File: config.mk
export PLATFORM = sky130hd
export DESIGN_NAME = gpio_video_tx
export DESIGN_NICKNAME = d
export VERILOG_FILES = /design/src/rtl/gpio_video_tx.sv
export SDC_FILE = /design/constraint.sdc
export NUM_CORES = 1
export LEC_CHECK = 0
export ABC_AREA = 1
export BUFFER_PORTS_ARGS = -buffer_cell sky130_fd_sc_hd__buf_2
export CAP_MARGIN = 20
export CORE_MARGIN = 2
export CORE_UTILIZATION = 35
export DETAILED_ROUTE_END_ITERATION = 12
export SYNTH_ARGS = -nofsm -noshare
export SYNTH_HDL_FRONTEND = slang
export SYNTH_SLANG_ARGS = --single-unit
export TNS_END_PERCENT = 100
File: constraint.sdc
create_clock -name clk -period 2.39 [get_ports clk]
set_clock_uncertainty 0.2 [all_clocks]
set_input_delay 0.239 -clock clk [delete_from_list [all_inputs] [get_ports clk]]
set_output_delay 0.239 -clock clk [all_outputs]
set_load 0.02 [all_outputs]
File: src/rtl/gpio_video_tx.sv
`default_nettype none
`timescale 1ns/1ps
// ============================================================================
// Module   : gpio_video_tx
// Purpose  : Raster-timed RGB444 + HSYNC/VSYNC transmitter for the 36-bit
//            GPIO header feeding a DE1 VGA bridge. Pixels come from an
//            upstream valid/ready source through a 4-entry FIFO. They are
//            popped one per active pixel strobe and blanked outside the
//            visible area. Missing pixels are painted magenta and flagged.
// Ports    :
//   clk           in   1   system clock
//   reset_n       in   1   asynchronous active-low reset
//   i_enable      in   1   1 = run raster, 0 = hold idle (flush, counters 0)
//   i_pix_data    in  12   {R[3:0],G[3:0],B[3:0]}
//   i_pix_valid   in   1   i_pix_data valid
//   o_pix_ready   out  1   FIFO accepts (transfer on valid&ready at clk edge)
//   o_frame_start out  1   one-clk pulse when the raster enters (0,0)
//   o_underflow   out  1   sticky starvation flag, cleared at frame start
//   o_hcount      out 10   current pixel column
//   o_vcount      out 10   current line
//   o_gpio_out    out 36   [2]=VS [3]=HS [7:4]=R [11:8]=G [15:12]=B,
//                          each colour nibble MSB on its lowest header bit
//   o_gpio_oe     out 36   output enables, bits [15:2] set
// Revision : 1.0 - initial release
// ============================================================================
module gpio_video_tx #(
  parameter int   H_ACTIVE = 640,
  parameter int   H_FP     = 16,
  parameter int   H_SYNC   = 96,
  parameter int   H_BP     = 48,
  parameter int   V_ACTIVE = 480,
  parameter int   V_FP     = 10,
  parameter int   V_SYNC   = 2,
  parameter int   V_BP     = 33,
  parameter logic HS_POL   = 1'b0,
  parameter logic VS_POL   = 1'b0,
  parameter int   CLK_DIV  = 2
) (
  input  logic        clk,
  input  logic        reset_n,
  input  logic        i_enable,
  input  logic [11:0] i_pix_data,
  input  logic        i_pix_valid,
  output logic        o_pix_ready,
  output logic        o_frame_start,
  output logic        o_underflow,
  output logic [9:0]  o_hcount,
  output logic [9:0]  o_vcount,
  output logic [35:0] o_gpio_out,
  output logic [35:0] o_gpio_oe
);

  // --------------------------------------------------------------------------
  // Raster geometry
  // --------------------------------------------------------------------------
  localparam int          c_H_TOTAL   = H_ACTIVE + H_FP + H_SYNC + H_BP;
  localparam int          c_V_TOTAL   = V_ACTIVE + V_FP + V_SYNC + V_BP;
  localparam logic [9:0]  c_H_LAST    = 10'(c_H_TOTAL - 1);
  localparam logic [9:0]  c_V_LAST    = 10'(c_V_TOTAL - 1);
  localparam logic [9:0]  c_H_ACT     = 10'(H_ACTIVE);
  localparam logic [9:0]  c_V_ACT     = 10'(V_ACTIVE);
  localparam logic [9:0]  c_HS_START  = 10'(H_ACTIVE + H_FP);
  localparam logic [9:0]  c_HS_END    = 10'(H_ACTIVE + H_FP + H_SYNC);
  localparam logic [9:0]  c_VS_START  = 10'(V_ACTIVE + V_FP);
  localparam logic [9:0]  c_VS_END    = 10'(V_ACTIVE + V_FP + V_SYNC);

  // Divider is at least one bit wide so CLK_DIV=1 still elaborates cleanly;
  // with a single-state divider the strobe is simply asserted every clk.
  localparam int                  c_DIV_W    = (CLK_DIV > 1) ? $clog2(CLK_DIV) : 1;
  localparam logic [c_DIV_W-1:0]  c_DIV_LAST = c_DIV_W'(CLK_DIV - 1);
  localparam logic [c_DIV_W-1:0]  c_DIV_ONE  = c_DIV_W'(1);

  localparam logic [2:0]  c_FIFO_DEPTH  = 3'd4;
  localparam logic [11:0] c_STARVE_RGB  = 12'hF0F;
  localparam logic [35:0] c_GPIO_OE     = 36'h0_0000_FFFC;

  // --------------------------------------------------------------------------
  // State
  // --------------------------------------------------------------------------
  logic [c_DIV_W-1:0] r_div;
  logic [9:0]         r_h;
  logic [9:0]         r_v;
  logic               r_en_d;
  logic               r_frame_start;
  logic               r_underflow;
  logic [11:0]        r_rgb;
  logic               r_hs;
  logic               r_vs;

  logic [11:0]        r_mem [0:3];
  logic [1:0]         r_wptr;
  logic [1:0]         r_rptr;
  logic [2:0]         r_count;

  // --------------------------------------------------------------------------
  // Combinational decode of the current (pre-increment) raster position
  // --------------------------------------------------------------------------
  logic w_strobe;
  logic w_h_last;
  logic w_v_last;
  logic w_wrap;
  logic w_active;
  logic w_hs_on;
  logic w_vs_on;
  logic w_full;
  logic w_empty;
  logic w_ready;
  logic w_push;
  logic w_pop;
  logic w_starve;
  logic w_fs_next;

  assign w_strobe  = i_enable && (r_div == c_DIV_LAST);
  assign w_h_last  = (r_h == c_H_LAST);
  assign w_v_last  = (r_v == c_V_LAST);
  assign w_wrap    = w_strobe && w_h_last && w_v_last;
  assign w_active  = (r_h < c_H_ACT) && (r_v < c_V_ACT);
  assign w_hs_on   = (r_h >= c_HS_START) && (r_h < c_HS_END);
  assign w_vs_on   = (r_v >= c_VS_START) && (r_v < c_VS_END);

  assign w_full    = (r_count == c_FIFO_DEPTH);
  assign w_empty   = (r_count == 3'd0);

  // reset_n is folded in so the source sees "not ready" while reset is held,
  // even though the FIFO itself reports empty during that time.
  assign w_ready   = reset_n && i_enable && !w_full;
  assign w_push    = i_pix_valid && w_ready;

  // Pop decision uses the occupancy before this edge: a word pushed on the
  // same edge is not visible yet, so an empty FIFO starves even if the
  // source is delivering right now.
  assign w_pop     = w_strobe && w_active && !w_empty;
  assign w_starve  = w_strobe && w_active &&  w_empty;

  // First enabled clk after idle, or the wrap back to the origin.
  assign w_fs_next = i_enable && (!r_en_d || w_wrap);

  // --------------------------------------------------------------------------
  // Pixel divider and raster counters
  // --------------------------------------------------------------------------
  always_ff @(posedge clk or negedge reset_n) begin
    if (!reset_n) begin
      r_div <= '0;
      r_h   <= '0;
      r_v   <= '0;
    end else if (!i_enable) begin
      r_div <= '0;
      r_h   <= '0;
      r_v   <= '0;
    end else begin
      if (w_strobe) begin
        r_div <= '0;
        if (w_h_last) begin
          r_h <= '0;
          r_v <= w_v_last ? 10'd0 : (r_v + 10'd1);
        end else begin
          r_h <= r_h + 10'd1;
        end
      end else begin
        r_div <= r_div + c_DIV_ONE;
      end
    end
  end

  // --------------------------------------------------------------------------
  // Frame start pulse and sticky underflow flag
  // --------------------------------------------------------------------------
  always_ff @(posedge clk or negedge reset_n) begin
    if (!reset_n) begin
      r_en_d        <= 1'b0;
      r_frame_start <= 1'b0;
      r_underflow   <= 1'b0;
    end else begin
      r_en_d        <= i_enable;
      r_frame_start <= w_fs_next;
      if (!i_enable) begin
        r_underflow <= 1'b0;
      end else if (w_starve) begin
        // A fresh starvation wins over the frame-start clear.
        r_underflow <= 1'b1;
      end else if (w_fs_next) begin
        r_underflow <= 1'b0;
      end
    end
  end

  // --------------------------------------------------------------------------
  // Pixel FIFO (4 x 12). Storage has no reset; validity is tracked by
  // r_count, which is cleared on reset and whenever the raster is idle.
  // --------------------------------------------------------------------------
  always_ff @(posedge clk) begin
    if (w_push) begin
      r_mem[r_wptr] <= i_pix_data;
    end
  end

  always_ff @(posedge clk or negedge reset_n) begin
    if (!reset_n) begin
      r_wptr  <= '0;
      r_rptr  <= '0;
      r_count <= '0;
    end else if (!i_enable) begin
      r_wptr  <= '0;
      r_rptr  <= '0;
      r_count <= '0;
    end else begin
      if (w_push) begin
        r_wptr <= r_wptr + 2'd1;
      end
      if (w_pop) begin
        r_rptr <= r_rptr + 2'd1;
      end
      unique case ({w_push, w_pop})
        2'b10:   r_count <= r_count + 3'd1;
        2'b01:   r_count <= r_count - 3'd1;
        default: r_count <= r_count;
      endcase
    end
  end

  // --------------------------------------------------------------------------
  // Output register: sync and colour are captured together on the strobe
  // from the same pre-increment position, giving one pixel period latency
  // with HS, VS and RGB always describing the same pixel.
  // --------------------------------------------------------------------------
  always_ff @(posedge clk or negedge reset_n) begin
    if (!reset_n) begin
      r_rgb <= '0;
      r_hs  <= ~HS_POL;
      r_vs  <= ~VS_POL;
    end else if (!i_enable) begin
      r_rgb <= '0;
      r_hs  <= ~HS_POL;
      r_vs  <= ~VS_POL;
    end else if (w_strobe) begin
      r_hs <= w_hs_on ? HS_POL : ~HS_POL;
      r_vs <= w_vs_on ? VS_POL : ~VS_POL;
      if (!w_active) begin
        r_rgb <= '0;
      end else if (w_empty) begin
        r_rgb <= c_STARVE_RGB;
      end else begin
        r_rgb <= r_mem[r_rptr];
      end
    end
  end

  // --------------------------------------------------------------------------
  // Header mapping. Each colour nibble is bit-reversed onto the header so the
  // component MSB lands on the lowest pin of its group (R3 on bit 4, etc).
  // --------------------------------------------------------------------------
  logic [35:0] w_gpio;

  always_comb begin
    w_gpio    = '0;
    w_gpio[2] = r_vs;
    w_gpio[3] = r_hs;
    for (int i = 0; i < 4; i++) begin
      w_gpio[4 + i]  = r_rgb[11 - i];
      w_gpio[8 + i]  = r_rgb[7 - i];
      w_gpio[12 + i] = r_rgb[3 - i];
    end
  end

  assign o_pix_ready   = w_ready;
  assign o_frame_start = r_frame_start;
  assign o_underflow   = r_underflow;
  assign o_hcount      = r_h;
  assign o_vcount      = r_v;
  assign o_gpio_out    = w_gpio;
  assign o_gpio_oe     = c_GPIO_OE;

endmodule
`default_nettype wire

---- Yosys cells after proc, flatten, opt, wreduce, memory -nomap -nowiden ----
Memories as Yosys holds them, arrays and structs flattened.
Index checks and enable logic that the tools add are counted.
word-level totals
  logic and storage cells ................. 86
  ROM bits ................................ 0
  input bits .............................. 16
  bits in writable memories ............... 48
  register bits ........................... 45
  memories ................................ 1
  bits in latches ......................... 0
operators by class
  add/sub/neg operators ................... 7
  $mul .................................... 0
  divide/modulo/power cells ............... 0
  equal/unequal tests ..................... 11
  $lt $le $gt $ge ......................... 6
  mux-type cells .......................... 30
  reductions and logical operators ........ 19
  bitwise logic cells ..................... 0
  shifts and indexed selects .............. 0
memory list
  name   depth  width  rd ports  clocked after Yosys merged registers in  wr ports  RTL line  source
  r_mem  4      12     1         0                                        1         90        logic [11:0] r_mem [0:3];
operator list
  cell                                                                     number
  10-bit 2-to-1 mux                                                        7
  12-bit 2-to-1 mux                                                        4
  10-bit by 1-bit adder with 10-bit output, second input constant          2
  10-bit == test, second input constant                                    2
  10-bit < comparator, second input constant                               2
  10-bit by 9-bit < comparator with 1-bit output, second input constant    2
  1-bit logical AND                                                        13
  1-bit 2-to-1 mux                                                         13
  10-bit >= comparator, second input constant                              1
  10-bit by 9-bit >= comparator with 1-bit output, second input constant   1
  2-bit 2-to-1 mux                                                         4
  2-bit by 1-bit inequality test with 1-bit output, second input constant  4
  3-bit by 1-bit inequality test with 1-bit output, second input constant  2
  3-bit case mux with 2 select lines                                       1
  2-bit by 1-bit adder with 2-bit output, second input constant            2
  3-bit by 1-bit adder with 3-bit output, second input constant            1
  3-bit == test, second input constant                                     1
  1-bit zero test                                                          3
  3-bit zero test                                                          1
  3-bit 2-to-1 mux                                                         1
  3-bit by 1-bit subtractor with 3-bit output, second input constant       1
  2-bit by 1-bit == test with 1-bit output, second input constant          1
  2-bit == test, second input constant                                     1
  2-bit AND reduction                                                      1
  other kinds (2)                                                          2

---- Logic depth before layout (Yosys ltp) ----
  word-level depth ........................ 8
  mapped depth ............................ 12

---- Worst setup path after synthesis ----
No wires, ideal clock.
  path kind ............................... register to register
  start point ............................. register r_v[6], in the netlist o_vcount[6]
  end point ............................... register r_count[2]
  cell stages (with the launch flop) ...... 13
  path buffers ............................ 0
  required time ........................... 2.072 ns
  path slack .............................. 0.204 ns
  period minus slack after synthesis ...... 2.186 ns
  arrival time ............................ 1.867 ns
  path through ............................ dfrtp_1 -> nand2_1 -> nor2_4 -> inv_1 -> nand3_4 -> nor2_2 -> fa_1 -> xor2_1 -> inv_1 -> nand2_1 -> nand2_1 -> inv_1 -> nand2_1
on the way
  cells in the longest elaborated chain, start to end .. 7
  elaborated cells between the ends (all ways) .. 9
  classes of those cells .................. order compare: 1; eq/ne: 3; mux: 2; reduce/logical: 3
RTL lines
  element                                                                           RTL line  source
  from (decl)                                                                       82        logic [9:0] r_v;
  from (signal assigned)                                                            155       r_v <= w_v_last ? 10'd0 : (r_v + 10'd1);
  10-bit by 9-bit < comparator with 1-bit output (*)                                117       assign w_active = (r_h < c_H_ACT) && (r_v < c_V_ACT);
  1-bit logical AND (*)                                                             117
  1-bit logical AND (*) (2 in series)                                               132       assign w_pop = w_strobe && w_active && !w_empty;
  2-bit by 1-bit == test with 1-bit output / 2-bit == test (equally long branches)  213       unique case ({w_push, w_pop})
  3-bit case mux with 2 select lines                                                213
  3-bit 2-to-1 mux                                                                  202       end else if (!i_enable) begin
  to (signal assigned)                                                              214       2'b10: r_count <= r_count + 3'd1;
  to (signal assigned)                                                              215       2'b01: r_count <= r_count - 3'd1;
  to (signal assigned)                                                              216       default: r_count <= r_count;
  to (decl)                                                                         93        logic [2:0] r_count;
Every way passes the cells marked *; elsewhere a longest branch is shown, timed or not.
A chain may end at the register's enable or synchronous reset.

---- Worst setup path after layout ----
  start point ............................. register r_v[5], in the netlist o_vcount[5]
  end point ............................... register r_count[2]
Same word-level chain as after synthesis.

==> impl_metrics.tcl <==
set metrics [dict create \
    syn_inst 493 \
    drt_iter0_drc 239 \
    die_area_um2 14300 \
    start_util_pct 35.6 \
    antenna_found_initial 0 \
    cts_sinks 93 \
    cts-htree-levels 3 \
    port_buffers 52 \
    synth_seq_area_share_pct 54.8 \
    muxShareOfSynthArea_pct 0 \
    synth_top_family_by_area "simple AND/OR/NAND/NOR gates" \
    synth_top_area_share_pct 30.7 \
    slowest_delay_ns 0.41 \
    route.detailed.vias_per_inst 4.58 \
    whs_ns 0.0449 \
    netlist_area_um2 4690 \
    core_um2 13200 \
    grt_usage_pct 14.2 \
    yosys.area_share.simple_pct 19.9 \
    critPathMaxFanout 8 \
    status "finished clean" \
    dpl.hpwl_um 6820 \
    synth_fa_ha_area_share_pct 2.56 \
    ys_ff_latch 93 \
    drtPass1Iterations 4 \
    slew-limit-headroom_pct 62.3 \
    tightest_slew_ns 0.565 \
    fill_cells 1326 \
    cts_buffers 9 \
    grt_max_degree 46 \
    synth_edf_count 48 \
    gp_congestion 0.845 \
    setup_viol 0 \
    tns_ns 0 \
    yosysTopAreaCell "edfxtp_1" \
    finalCritPeriodShare_pct 92.5 \
    crit_path_top_delay_cell "dfrtp_1" \
    insertion_delay_ns 0.34 \
    worstPathCellList "nand2_1 > nor2_4 > inv_1 > nand3_4 > nor2_2 > fa_1 > xor2_2 > nand3_1 > nand2_1 > inv_1 > nand2_1" \
    yosysWarnings 0 \
    crit_type "flip-flop to flip-flop" \
    cts.path.max_buffers 2 \
    end_kind "flip-flop" \
    critPathArrivalTime_ns 2.24 \
    synthArstFlopShare_pct 48.4 \
    period_needed_ns 2.21 \
    drive_above_1_share_pct 16.7 \
    wl_um 9700 \
    layout_commonest_cell "nand2_1" \
    routedWlPerCell_um 13.0 \
    maxCapViolations 0 \
    max_clock_freq_mhz 453 \
    p_leak_nw 2.44 \
    die_h_um 120 \
    grt_pass1_wl_um 15900 \
    synth_area_leaders "edfxtp_1 (31%), dfrtp_1 (23%), buf_4 (9.6%)" \
    area_growth_pct 14.8 \
    synth-main-ff-cell "edfxtp_1" \
    io_pins 111 \
    peakVddDrop_v 0.000404 \
    powerDensity_nw_per_um2 711 \
    synth_compound_area_share_pct 7.17 \
    root_buffer "clkbuf_16" \
    row_count 42 \
    cpMostUsedCell "nand2_1" \
    die_w_um 120 \
    hold_path.class "input pin to flip-flop" \
    yosys.area_share.xor_xnor_pct 1.12 \
    cp-start-kind "flip-flop" \
    clkTransAtPathRegs_ns 0.07 \
    num_vias 3416 \
    grt_pass1_vias 3225 \
    final_net_count 591 \
    antenna_cells 0 \
    yosysUniqueCellTypes 37 \
    final_max_slew_viol_count 0 \
    layout_common_cells "nand2_1 (104), conb_1 (58), buf_2 (52)" \
    avgSynthCellArea_um2 9.52 \
    overflow 0 \
    post-route-drc-count 0 \
    rsz0062_at_grt "false" \
    cts_tree "built" \
    worst_ep_required_time_ns 2.42 \
    ant_nets 0 \
    finalHoldViolations 0 \
]
[timing repair]
action	CTS	global route
setup buffers	0	1
hold buffers	13	0
resized for setup	0	3
endpoints found under the setup margin	0	1
endpoints found under the hold margin	91	0
[cells by family after synthesis]
logic type | count (synthesis)
AOI/OAI and AO/OA | 60
xor gates and xnor gates | 6
adders and majority gates | 9
buffers and inverters | 116
DFF | 93
other | 2
and+or+nand+nor | 207
[critical path: cells and delay by family, from the launching register on]
family                     cells  cell delay (ns)
xor gates and xnor gates       1             0.20
adders and majority gates      1             0.41
DFF                            1             0.41
buffers and inverters          2             0.16
and+or+nand+nor                7             0.73
[cell type report]
| cell class | count | area, um2 | area share [%] |
|---|---|---|---|
| clock inverter | 5 | 43.8 | 0.813 |
| tap | 176 | 220 | 4.09 |
| sequential | 93 | 2570 | 47.8 |
| inverter | 44 | 165 | 3.07 |
| multi-input combinational | 340 | 1670 | 31.0 |
| timing repair buffer | 78 | 488 | 9.06 |
| clock buffer | 10 | 229 | 4.25 |
[layer usage]
layer	vias to the layer above	routed length [um]	global-route usage, %
li1	1660	-	-
met1	1611	4170	17.5
met2	128	4800	24.2
met3	17	565	3.75
met4	0	162	4.93
met5	-	0	0
[cell usage after synthesis (all sizes together), types with 2 or more instances]
library cell,n
xor2,5
o21ai,27
dfstp,2
o22a,4
clkbuf,3
nor2,44
a21oi,20
buf,69
ha,8
nand4,13
nand2,106
inv,43
nor3,9
conb,2
edfxtp,48
a22oi,7
dfrtp,43
nand3,31
[final timing paths]
| kind | from | cells after the start | end | slack, ns |
|---|---|---|---|---|
| setup / recovery | o_vcount[5] | 11 | r_count[2] | 0.18 |
| hold / removal | i_enable | 3 | o_vcount[3] | 0.04 |
| setup reg to reg | o_vcount[5] | 11 | r_count[2] | 0.18 |
| hold reg to reg | r_en_d | 1 | o_frame_start | 0.27 |
| max in group asynchronous | reset_n | 3 | o_vcount[6] | 1.23 |
| min in group asynchronous | reset_n | 3 | o_vcount[8] | 0.35 |
[flip-flops by register name, summed over array words and instances, names as in the netlist]
register       flops
r_count            3
o_vcount          10
r_rptr             2
o_underflow        1
r_wptr             2
r_mem             48
o_frame_start      1
r_en_d             1
r_div              1
r_vs               1
r_rgb             12
o_hcount          10
r_hs               1
[per-stage QoR]
stage	cells	worst slack [ns]	area, um2	power [mW]	util, %
global placement	717	0.234	4970	2.52	37.6
finish	746	0.180	5390	3.83	40.8
detailed placement	717	0.170	4970	2.53	37.6
CTS	745	0.160	5370	3.87	40.7
floorplan	549	0.204	4900	2.39	-
global route	746	0.00140	5390	4.04	40.8
[report_power, final]
group / leakage, nW / internal (mW) / switching (mW)
clock: 0.127 / 0.714 / 0.598
combinational: 1.28 / 0.206 / 0.478
sequential: 1.03 / 1.77 / 0.0602
(Power assumes the default switching activity.)
